### src/rtl/reg32.sv
// General-purpose storage register with synchronous load enable and
// synchronous active-high reset. Serves as the PC, pipeline and register-file word.
module reg32 #(
  parameter int unsigned           WIDTH       = 32,
  parameter logic [WIDTH-1:0]      RESET_VALUE = '0
) (
  input  logic             clk,
  input  logic             rst,
  input  logic             load,
  input  logic [WIDTH-1:0] d,
  output logic [WIDTH-1:0] q
);

  // Reset outranks load, so X on load/d during reset cannot reach q.
  always_ff @(posedge clk) begin
    if (rst)
      q <= RESET_VALUE;
    else if (load)
      q <= d;
  end

endmodule

### config.mk
export PLATFORM = sky130hd
export DESIGN_NAME = reg32
export DESIGN_NICKNAME = d
export VERILOG_FILES = /design/src/rtl/reg32.sv
export SDC_FILE = /design/constraint.sdc
export NUM_CORES = 1
export LEC_CHECK = 0
export ABC_AREA = 1
export BUFFER_PORTS_ARGS = -buffer_cell sky130_fd_sc_hd__buf_2
export CAP_MARGIN = 5
export CORE_UTILIZATION = 44
export DETAILED_ROUTE_END_ITERATION = 12
export PLACE_DENSITY = 0.77
export SYNTH_ARGS = -nofsm -noshare
export SYNTH_HDL_FRONTEND = slang
export SYNTH_SLANG_ARGS = --single-unit
### constraint.sdc
create_clock -name clk -period 0.8 [get_ports clk]
set_clock_uncertainty 0.15 [all_clocks]
set_input_delay 0.08 -clock clk [delete_from_list [all_inputs] [get_ports clk]]
set_output_delay 0.08 -clock clk [all_outputs]
set_load 0.02 [all_outputs]
==> results by group, run 1 <==
Floorplanning
  • Chip Width: around 57 microns
  • FP Rows: 19
  • Core Box Area: ~2800 sq um
  • Floorplan die area: about 3300 sq um
  • Die outline height: 57.2 microns
  • Effective utilization at floorplan: 0.473
  • Count of pins on the block boundary: 67

Synth
  • Number of register bits inferred by synthesis: 32
  • Largest family of logic cells by synthesized area: simple AND/OR/NAND/NOR gates
  • Xor and xnor fraction of the mapped netlist area: 0
  • Cell type with the largest total area after synthesis: dfxtp_1
  • Post-Synth Adder-Cell Area: 0
  • Synth cell types: 6
  • Synth Net Count: approximately 240
  • Mean area per synthesized cell: 6.59 sq um
  • Combined area of all synthesized cells: 1340 sq um
  • Post-synthesis share of cell area spent on and, or, nand and nor gates: 0.359
  • Register area share after synthesis: 0.479
  • Complex-gate fraction of the synthesized area: 0
  • Count of yosys warnings during synthesis: 0
  • Proportion of netlist area held by the largest area contributor: 0.479
  • Synth Instances: 203
  • Cell types with the largest area share after synthesis: dfxtp_1 48%, nand2_1 18%, nor2_1 18%
  • Multiplexer fraction of the synthesized cell area: 0

Timing
  • Fraction of the cycle the final worst path needs: 1.27
  • Max-slew headroom: 0.900
  • Hold Vio Cnt, Final: 32
  • Top achievable clock speed: between 900 and 1000 MHz
  • Slew of the pin with the lowest slew margin: 0.150 ns
  • Setup tns final: -6.56 ns
  • Setup repair after global routing missed its margin: yes
  • Max Slew Vio Count: 0
  • Tmin final: ~1.0 ns
  • Post-route worst hold slack: -0.114 ns
  • Number of failing setup endpoints in the final timing report: 33
  • Final worst setup slack: -0.218 ns

Routing
  • Per-cell routed wire length: between 8 and 9 microns
  • Number of routed nets with antenna violations: 0
  • Overall routed net length: approximately 2.7 mm
  • Starting DRC count in detailed routing: 65
  • Number of remaining DRC errors: 4
  • Average via count per standard cell: about 4.2
  • Vias post-DR: roughly 1.3k
  • Detailed-router iteration count before antenna repair: 8

Finish
  • Fraction of layout cells with a size suffix above 1: 0.410
  • Top Registers: q x32
  • Flip-flop count of the largest register, all copies and words added: 32
  • Relative area change from synthesis to final layout: 48.3%
  • Number of inserted diodes: 0
  • Filler instances: approximately 250
  • Number of standard cells in the layout, taps in and fillers out: 302
  • Core utilization of the finished layout: 0.702
  • Final cell area excluding filler cells: 1990 sq um
  • Nets: between 300 and 400
  • Largest register by flop count: q

Run status
  • Run status: complete, but fails checks
  • Failing checks: design-rule violations, negative hold slack, negative setup slack

Global routing
  • Vias in the first global route: roughly 1.1k
  • Congestion Overflow GR: 0
  • Maximum number of pins on one net before global-route repair: 38
  • Global-route wire length before repair: around 4.5 mm
  • Antenna violations before repair: 0
  • Total GRT Usage: 0.183

CTS
  • Number of CTS-inserted buffers: 5
  • Sink Count: 32
  • Buffer cell driving the clock tree root: clkbuf_4
  • Clock latency reported for the late side of the worst-skew pair: 0.31 ns
  • Post-CTS clock slew at the launch and capture registers of the worst setup and hold paths: 0.10 ns
  • CTS H-Tree Depth: 2
  • TritonCTS clock tree: built
  • Longest Clk Path Bufs: 2

Setup path
  • Element type at the critical path end: primary output
  • Type of origin of the critical path: flip-flop
  • Worst-path cell chain: buf_6
  • Arrival time worst endpoint: around 0.8 ns
  • Crit path max-delay family: flip-flops
  • Slowest CP cell: dfxtp_2
  • Start-to-end type of the worst setup path: flip-flop to primary output
  • CP peak stage delay: around 0.36 ns
  • Maximum fanout encountered on the critical timing path: 2
  • Data required, critical path: 0.57 ns
  • Buffer and inverter count on the worst path: 1

Power and ir drop
  • Cell leakage power: between 1 and 1.5 nW
  • Power density normalized to cell area: 1770 nW/um^2
  • Worst IR Drop VDD: approximately 1.3 mV
  • Power consumption: 3.52 mW

Job
  • Max-cap check violation count: 0

Placed design
  • Detailed-placement wirelength estimate: between 1.5 and 2 mm
  • Port Buf Inserts: 66
  • Worst setup slack before clock tree synthesis: -0.0533 ns
  • Standard cell area after detailed placement: roughly 1700 sq um
  • Routability-driven placement congestion ratio: about 0.73
  • Post-placement cell count: between 200 and 300

Hold path
  • Type of the worst min-delay path: input pin to flip-flop
[repair_timing]
item	CTS	global route
endpoints found under the setup margin	32	32
hold endpoints to repair	32	32
pin swaps	0	1
gates cloned	0	0
setup buffers	0	1
gates resized for setup	96	1
[logic make-up (layout without fill, tap and decap cells)]
logic type | Yosys count | count (layout)
buffers and inverters | 43 | 111
flip-flops | 32 | 32
AND/OR/NAND/NOR | 128 | 128
[layout make-up]
type,count,area [sq um],share of cell area
multi-input cells,128,483,0.243
clock buffers,6,51.3,0.0258
inverters,33,124,0.0624
clock inverters,2,10.0,0.00504
repair buffers,70,598,0.301
well taps,31,38.8,0.0195
flip-flops and latches,32,681,0.343
[tightest hold or removal path: cells and delay by family]
kind | cells | cell delay [ns]
AND/OR/NAND/NOR | 3 | 0.12
buffers and inverters | 2 | 0.13
[worst paths after layout]
kind                                         start            endpoint  slack [ns]  depth (start not counted)
worst max register to register  q[18]$_SDFFE_PP0P_  q[18]$_SDFFE_PP0P_       -0.03                          3
worst max-delay path            q[11]$_SDFFE_PP0P_               q[11]       -0.22                          1
worst min-delay path                         d[19]  q[19]$_SDFFE_PP0P_       -0.11                          5
worst min register to register  q[24]$_SDFFE_PP0P_  q[24]$_SDFFE_PP0P_        0.33                          2
[power breakdown]
group          internal, mW  total [mW]  switching, mW
clock network         0.418       0.942          0.524
logic                 0.387       0.770          0.383
registers              1.73        1.81         0.0789
[layer usage]
| layer | track usage | part of all wire | vias up | wire (microns) |
|---|---|---|---|---|
| li1 | - | - | 702 | - |
| met3 | 0.0839 | 0.062 | 4 | 169 |
| met1 | 0.199 | 0.47 | 525 | 1270 |
| met4 | 0.0523 | 0.010 | 0 | 27 |
| met5 | 0 | 0 | - | 0 |
| met2 | 0.319 | 0.46 | 42 | 1250 |
[cell usage in the layout (no fill, tap or decap)]
cell / synthesis / routed
nand2_1: 64 / 64
clkinv_2: 0 / 2
clkbuf_8: 0 / 1
buf_6: 7 / 32
buf_12: 0 / 3
nor2_2: 0 / 1
inv_1: 33 / 33
dfxtp_2: 0 / 32
nor2_1: 64 / 63
buf_2: 3 / 34
clkbuf_4: 0 / 5
buf_4: 0 / 1
[cells in the mapped netlist (all sizes together)]
| cell | count |
|---|---|
| nand2 | 64 |
| nor2 | 64 |
| inv | 33 |
| dfxtp | 32 |
| buf | 10 |
No activity file was read; power rests on OpenSTA's default activity.
==> run 2: changes to the inputs <==
- BUFFER_PORTS_ARGS: -buffer_cell sky130_fd_sc_hd__buf_2 -> -buffer_cell sky130_fd_sc_hd__clkbuf_2
- GPL_TIMING_DRIVEN: unset -> 0
- HOLD_SLACK_MARGIN: unset -> 0.1
==> run 2 against run 1 <==
The flow still finishes with violations (design-rule violations, negative hold slack, negative setup slack). Setup slack got worse by 0.038 ns. Register-to-register slack got worse by 0.02 ns. Power increased by 7.5%. Via count increased by 18%. Highest routed layer unchanged. Cell area increased by 19%. Critical endpoint is now q[18].
==> results by group, run 2 (synthesis results as in run 1) <==
Run status
  • Failing checks: design-rule violations, negative hold slack, negative setup slack
  • Run status: complete, but fails checks

Setup path
  • Maximum fanout encountered on the critical timing path: 2 (unchanged)
  • Crit path max-delay family: flip-flops
  • CP peak stage delay: 0.38 ns (+0.02 ns)
  • Type of origin of the critical path: flip-flop
  • Slowest CP cell: dfxtp_2
  • Origin of the critical flop-to-flop path: q[18]$_SDFFE_PP0P_
  • Data required, critical path: 0.57 ns (about the same)
  • Element type at the critical path end: primary output
  • Arrival time worst endpoint: 0.83 ns (+0.04 ns)
  • Worst flop-to-flop path endpoint: q[18]$_SDFFE_PP0P_
  • Buffer and inverter count on the worst path: 1 (unchanged)
  • Start-to-end type of the worst setup path: flip-flop to primary output
  • Worst-path cell chain: buf_8
  • Register-to-Register Setup Slack: -0.05 ns (-0.02 ns)
  • Path depth of the worst reg2reg path: 3 (unchanged)

Finish
  • Core utilization of the finished layout: 0.835 (+0.133)
  • Number of inserted diodes: 0 (unchanged)
  • Nets: 320 (+4.9%)
  • Flip-flop count of the largest register, all copies and words added: 32 (unchanged)
  • Most common cell after layout, fill and taps aside: nand2_1
  • Number of standard cells in the layout, taps in and fillers out: 317 (+5.0%)
  • Fraction of layout cells with a size suffix above 1: 0.374 (-0.0355)
  • Commonest cells after routing, fill and taps aside: 64 x nand2_1, 60 x nor2_1, 32 x buf_8, 32 x dfxtp_2, 28 x inv_1
  • Relative area change from synthesis to final layout: 76.4%
  • Top Registers: q x32
  • Largest register by flop count: q

CTS
  • Hold Buf Count CTS: 26
  • CTS H-Tree Depth: 2 (unchanged)
  • Post-CTS clock slew at the launch and capture registers of the worst setup and hold paths: 0.10 ns (about the same)
  • TritonCTS clock tree: built
  • Longest Clk Path Bufs: 2 (unchanged)
  • Number of CTS-inserted buffers: 5 (unchanged)
  • Clock latency reported for the late side of the worst-skew pair: 0.32 ns (about the same)
  • Buffer cell driving the clock tree root: clkbuf_4
  • Sink Count: 32 (unchanged)

Timing
  • Tmin final: 1.06 ns (+0.0382 ns)
  • Max Slew Vio Count: 0 (unchanged)
  • Final worst setup slack: -0.256 ns (-0.0382 ns)
  • Top achievable clock speed: 947 MHz (-3.6%)
  • Fraction of the cycle the final worst path needs: 1.32 (+0.0478)
  • Slew of the pin with the lowest slew margin: 0.190 ns (+0.0397 ns)
  • Setup repair after global routing missed its margin: yes
  • Post-route worst hold slack: -0.123 ns (-0.00896 ns)
  • Number of failing setup endpoints in the final timing report: 36 (+9.1%)
  • Max-slew headroom: 0.873 (-0.0264)
  • Hold Vio Cnt, Final: 9 (-72%)

Floorplanning
  • Core Box Area: 2830 sq um (unchanged)
  • Die outline height: 57.2 microns (unchanged)
  • Floorplan die area: 3270 sq um (unchanged)
  • Count of pins on the block boundary: 67 (unchanged)
  • FP Rows: 19 (unchanged)
  • Chip Width: 57.2 microns (unchanged)
  • Effective utilization at floorplan: 0.473 (unchanged)

Routing
  • Overall routed net length: 4.20 mm (+55%)
  • Number of routed nets with antenna violations: 0 (unchanged)
  • Number of remaining DRC errors: 4 (unchanged)
  • Starting DRC count in detailed routing: 133 (+100%)
  • Average via count per standard cell: 4.74 (+12%)
  • Detailed-router iteration count before antenna repair: 9 (+1)
  • Per-cell routed wire length: 13.2 microns (+47%)
  • Vias post-DR: 1501 (+18%)

Global routing
  • Vias in the first global route: 1551 (+41%)
  • Antenna violations before repair: 0 (unchanged)
  • Congestion Overflow GR: 0 (unchanged)
  • Maximum number of pins on one net before global-route repair: 11 (-71%)
  • Global-route wire length before repair: 6.47 mm (+45%)
  • Total GRT Usage: 0.264 (+0.0810)

Hold path
  • Start point of the worst hold path: rst
  • Hold Path Stages: 4 (-1)
  • Endpoint, Worst Hold: q[31]$_SDFFE_PP0P_
  • Type of the worst min-delay path: input pin to flip-flop

Power and ir drop
  • Power density normalized to cell area: 1600 nW/um^2 (-9.6%)
  • Worst IR Drop VDD: 0.947 mV (-25%)
  • Cell leakage power: 1.32 nW (+15%)

Placed design
  • Worst setup slack before clock tree synthesis: -0.104 ns (-0.0511 ns)
  • Post-placement cell count: 299 (+2.0%)
  • Detailed-placement wirelength estimate: 1.98 mm (+12%)
  • Routability-driven placement congestion ratio: 0.690 (-6.1%)
  • Port Buf Inserts: 65 (-1.5%)

Job
  • Max-cap check violation count: 0 (unchanged)
## run 2: cell count changes in the layout (fill, tap and decap cells not counted), sizes merged
cell / before / now
clkinv: 2 / 0
dlymetal6s4s: 0 / 8
buf: 70 / 45
dlygate4sd3: 0 / 17
clkbuf: 6 / 23
## run 2: how the worst max path moves through the flow
| stage | endpoint | slack [ns] | cells past startpoint | startpoint |
|---|---|---|---|---|
| 3_3_place_gp | q[27]$_SDFFE_PP0P_ | -0.06 | 5 | rst |
| 4_1_cts | q[4] | -0.26 | 1 | q[4]$_SDFFE_PP0P_ |
| 3_5_place_dp | q[4]$_SDFFE_PP0P_ | -0.10 | 5 | rst |
| 2_1_floorplan | q[29]$_SDFFE_PP0P_ | 0.02 | 2 | q[29]$_SDFFE_PP0P_ |
| 6_report | q[18] | -0.26 | 1 | q[18]$_SDFFE_PP0P_ |
| 5_1_grt | q[18] | -0.29 | 1 | q[18]$_SDFFE_PP0P_ |
## run 2: worst min-delay path, cell delays in order
cell      delay (ns)
clkbuf_2        0.07
inv_1           0.06
nand2_1         0.07
nor2_1          0.03
## run 2: report_power, final
group	leakage, nW	internal (mW)	switching [mW]	total (mW)
registers	0.275	1.73	0.109	1.84
clock network	0.0326	0.434	0.508	0.941
logic	1.01	0.548	0.453	1.00
## run 2: what timing repair did
| item | CTS | global route |
|---|---|---|
| gates resized for setup | 91 | 55 |
| buffers inserted | 0 | 3 |
| hold endpoints to repair | 32 | 31 |
| endpoints found under the setup margin | 32 | 58 |
| pin swaps | 0 | 11 |
## run 2: per-layer routing
layer	routed length [microns]	GRT usage	part of all wire	vias to the layer above
met5	0	0	0	-
met1	1540	0.246	0.37	673
met2	2260	0.516	0.54	81
met4	118	0.136	0.028	0
met3	275	0.0726	0.066	14
li1	-	-	-	733
## run 2: cell type report
type	instances	area, sq um
sequential	32	681
buffer	10	93.8
inverter	33	124
clock buffer	8	58.8
tap	31	38.8
timing repair buffer	75	860
multi-input combinational	128	505
fill	175	468
## run 2: per-stage QoR
stage / instance area [sq um] / hold WS (ns) / setup TNS (ns) / total power [mW]
after floorplan: 1340 / 0.112 / 0 / 2.21
after global placement: 1700 / 0.207 / -1.48 / 2.43
after detailed placement: 1700 / 0.214 / -2.16 / 2.45
after CTS: 2340 / -0.138 / -7.97 / 3.68
after global routing: 2360 / -0.114 / -8.63 / 3.98
final: 2360 / -0.123 / -7.11 / 3.78
==> run 3: changes to the inputs <==
- GPL_TIMING_DRIVEN: 0 -> unset
==> run 3 against run 2 <==
The flow still finishes with violations (design-rule violations, negative hold slack, negative setup slack). Sequential cell count unchanged. First-iteration DRC count fell by 57%. Clock-buffer cell count unchanged. Global-route usage is 4.3 points lower. Cell area fell by 4.6%. Cell count is 2.5% lower. Largest cell class unchanged. Largest power group unchanged.
==> results by group, run 3 (synthesis results as in run 1) <==
Global routing
  • Global-route wire length before repair: 5.42 mm (-16%)
  • Antenna violations before repair: 0 (unchanged)
  • Total GRT Usage: 0.221 (-0.0431)
  • Vias in the first global route: 1316 (-15%)
  • Congestion Overflow GR: 0 (unchanged)
  • Maximum number of pins on one net before global-route repair: 38 (+27)

Floorplanning
  • Floorplan die area: 3270 sq um (unchanged)
  • Effective utilization at floorplan: 0.473 (unchanged)
  • Count of pins on the block boundary: 67 (unchanged)
  • Chip Width: 57.2 microns (unchanged)
  • Die outline height: 57.2 microns (unchanged)
  • FP Rows: 19 (unchanged)
  • Core Box Area: 2830 sq um (unchanged)

Finish
  • Most common cell after layout, fill and taps aside: nand2_1
  • Largest register by flop count: q
  • Commonest cells after routing, fill and taps aside: 63 x nand2_1, 58 x nor2_1, 32 x buf_8, 32 x dfxtp_2, 31 x inv_1
  • Number of inserted diodes: 0 (unchanged)
  • Relative area change from synthesis to final layout: 68.2%
  • Number of standard cells in the layout, taps in and fillers out: 309 (-2.5%)
  • Flip-flop count of the largest register, all copies and words added: 32 (unchanged)
  • Final cell area excluding filler cells: 2250 sq um (-4.6%)
  • Nets: 312 (-2.5%)
  • Filler instances: 194 (+11%)
  • Core utilization of the finished layout: 0.796 (-0.0385)
  • Fraction of layout cells with a size suffix above 1: 0.403 (+0.0288)
  • Top Registers: q x32

Timing
  • Fraction of the cycle the final worst path needs: 1.29 (-0.0350)
  • Max-slew headroom: 0.889 (+0.0162)
  • Number of failing setup endpoints in the final timing report: 36 (unchanged)
  • Post-route worst hold slack: -0.120 ns (+0.00290 ns)
  • Setup repair after global routing missed its margin: yes
  • Setup tns final: -6.68 ns (+0.429 ns)
  • Max Slew Vio Count: 0 (unchanged)
  • Final worst setup slack: -0.228 ns (+0.0280 ns)
  • Hold Vio Cnt, Final: 20 (+11)
  • Slew of the pin with the lowest slew margin: 0.166 ns (-0.0243 ns)
  • Top achievable clock speed: 972 MHz (+2.7%)
  • Tmin final: 1.03 ns (-0.0280 ns)

Power and ir drop
  • Power density normalized to cell area: 1630 nW/um^2 (+2.0%)
  • Worst IR Drop VDD: 0.983 mV (+3.8%)
  • Power consumption: 3.68 mW (-2.7%)
  • Cell leakage power: 1.24 nW (-5.8%)

Hold path
  • Start point of the worst hold path: d[11]
  • Endpoint, Worst Hold: q[11]$_SDFFE_PP0P_
  • Type of the worst min-delay path: input pin to flip-flop
  • Hold Path Stages: 5 (+1)

CTS
  • Sink Count: 32 (unchanged)
  • CTS H-Tree Depth: 2 (unchanged)
  • Clock latency reported for the late side of the worst-skew pair: 0.31 ns (about the same)
  • Post-CTS clock slew at the launch and capture registers of the worst setup and hold paths: 0.09 ns (about the same)
  • Buffer cell driving the clock tree root: clkbuf_4
  • Number of CTS-inserted buffers: 5 (unchanged)
  • TritonCTS clock tree: built
  • Hold Buf Count CTS: 16 (-38%)
  • Longest Clk Path Bufs: 2 (unchanged)

Setup path
  • Start-to-end type of the worst setup path: flip-flop to primary output
  • CP peak stage delay: 0.37 ns (about the same)
  • Crit path max-delay family: flip-flops
  • Data required, critical path: 0.57 ns (about the same)
  • Arrival time worst endpoint: 0.80 ns (-0.03 ns)
  • Path depth of the worst reg2reg path: 3 (unchanged)
  • Register-to-Register Setup Slack: -0.02 ns (+0.03 ns)
  • Buffer and inverter count on the worst path: 1 (unchanged)
  • Type of origin of the critical path: flip-flop
  • Element type at the critical path end: primary output
  • Worst-path cell chain: buf_8
  • Slowest CP cell: dfxtp_2
  • Maximum fanout encountered on the critical timing path: 2 (unchanged)
  • Origin of the critical flop-to-flop path: q[20]$_SDFFE_PP0P_
  • Worst flop-to-flop path endpoint: q[20]$_SDFFE_PP0P_

Routing
  • Average via count per standard cell: 4.35 (-8.1%)
  • Vias post-DR: 1345 (-10%)
  • Number of routed nets with antenna violations: 0 (unchanged)
  • Number of remaining DRC errors: 4 (unchanged)
  • Detailed-router iteration count before antenna repair: 8 (-1)
  • Starting DRC count in detailed routing: 57 (-57%)
  • Overall routed net length: 3.25 mm (-23%)
  • Per-cell routed wire length: 10.5 microns (-21%)

Placed design
  • Post-placement cell count: 293 (-2.0%)
  • Port Buf Inserts: 66 (+1.5%)
  • Detailed-placement wirelength estimate: 1.84 mm (-7.1%)
  • Standard cell area after detailed placement: 1670 sq um (-1.7%)
  • Routability-driven placement congestion ratio: 0.693 (+0.48%)

Run status
  • Run status: complete, but fails checks
  • Failing checks: design-rule violations, negative hold slack, negative setup slack

Job
  • Max-cap check violation count: 0 (unchanged)
==> run 3: cell type report <==
type / instances / area [sq um] / share of cell area
sequential: 32 / 681 / 0.302
multi-input combinational: 128 / 513 / 0.228
inverter: 33 / 124 / 0.0550
timing repair buffer: 77 / 837 / 0.372
clock buffer: 8 / 58.8 / 0.0261
tap: 31 / 38.8 / 0.0172
==> run 3: layer usage <==
layer / up-vias / track usage / wire length [microns]
met2: 45 / 0.410 / 1740
met3: 2 / 0.0907 / 216
li1: 718 / - / -
met5: - / 0 / 0
met4: 0 / 0.0627 / 19
met1: 580 / 0.226 / 1280
==> run 3: per-stage QoR <==
stage | hold slack, ns | setup slack, ns
after floorplan | 0.112 | 0.0177
after global placement | 0.210 | -0.0404
after detailed placement | 0.214 | -0.0708
after CTS | -0.133 | -0.261
after global routing | -0.138 | -0.286
final | -0.120 | -0.228
==> run 3: how the worst max path moves through the flow <==
| stage | from | end | cells past startpoint |
|---|---|---|---|
| floorplan | q[29]$_SDFFE_PP0P_ | q[29]$_SDFFE_PP0P_ | 2 |
| global placement | load | q[3]$_SDFFE_PP0P_ | 5 |
| detailed placement | load | q[22]$_SDFFE_PP0P_ | 5 |
| CTS | q[11]$_SDFFE_PP0P_ | q[11] | 1 |
| global route | q[9]$_SDFFE_PP0P_ | q[9] | 1 |
| finish | q[9]$_SDFFE_PP0P_ | q[9] | 1 |
==> run 3: what timing repair did <==
| action | CTS | global route |
|---|---|---|
| pin swaps | 0 | 4 |
| hold endpoints to repair | 32 | 32 |
| setup buffers | 0 | 4 |
| resized for setup | 90 | 49 |
| setup endpoints to repair | 32 | 46 |
==> run 3: power by group <==
part	internal (mW)	switching, mW	total (mW)
Sequential	1.73	0.101	1.83
Combinational	0.514	0.415	0.930
Clock	0.434	0.486	0.920
Total	2.68	1.00	3.68
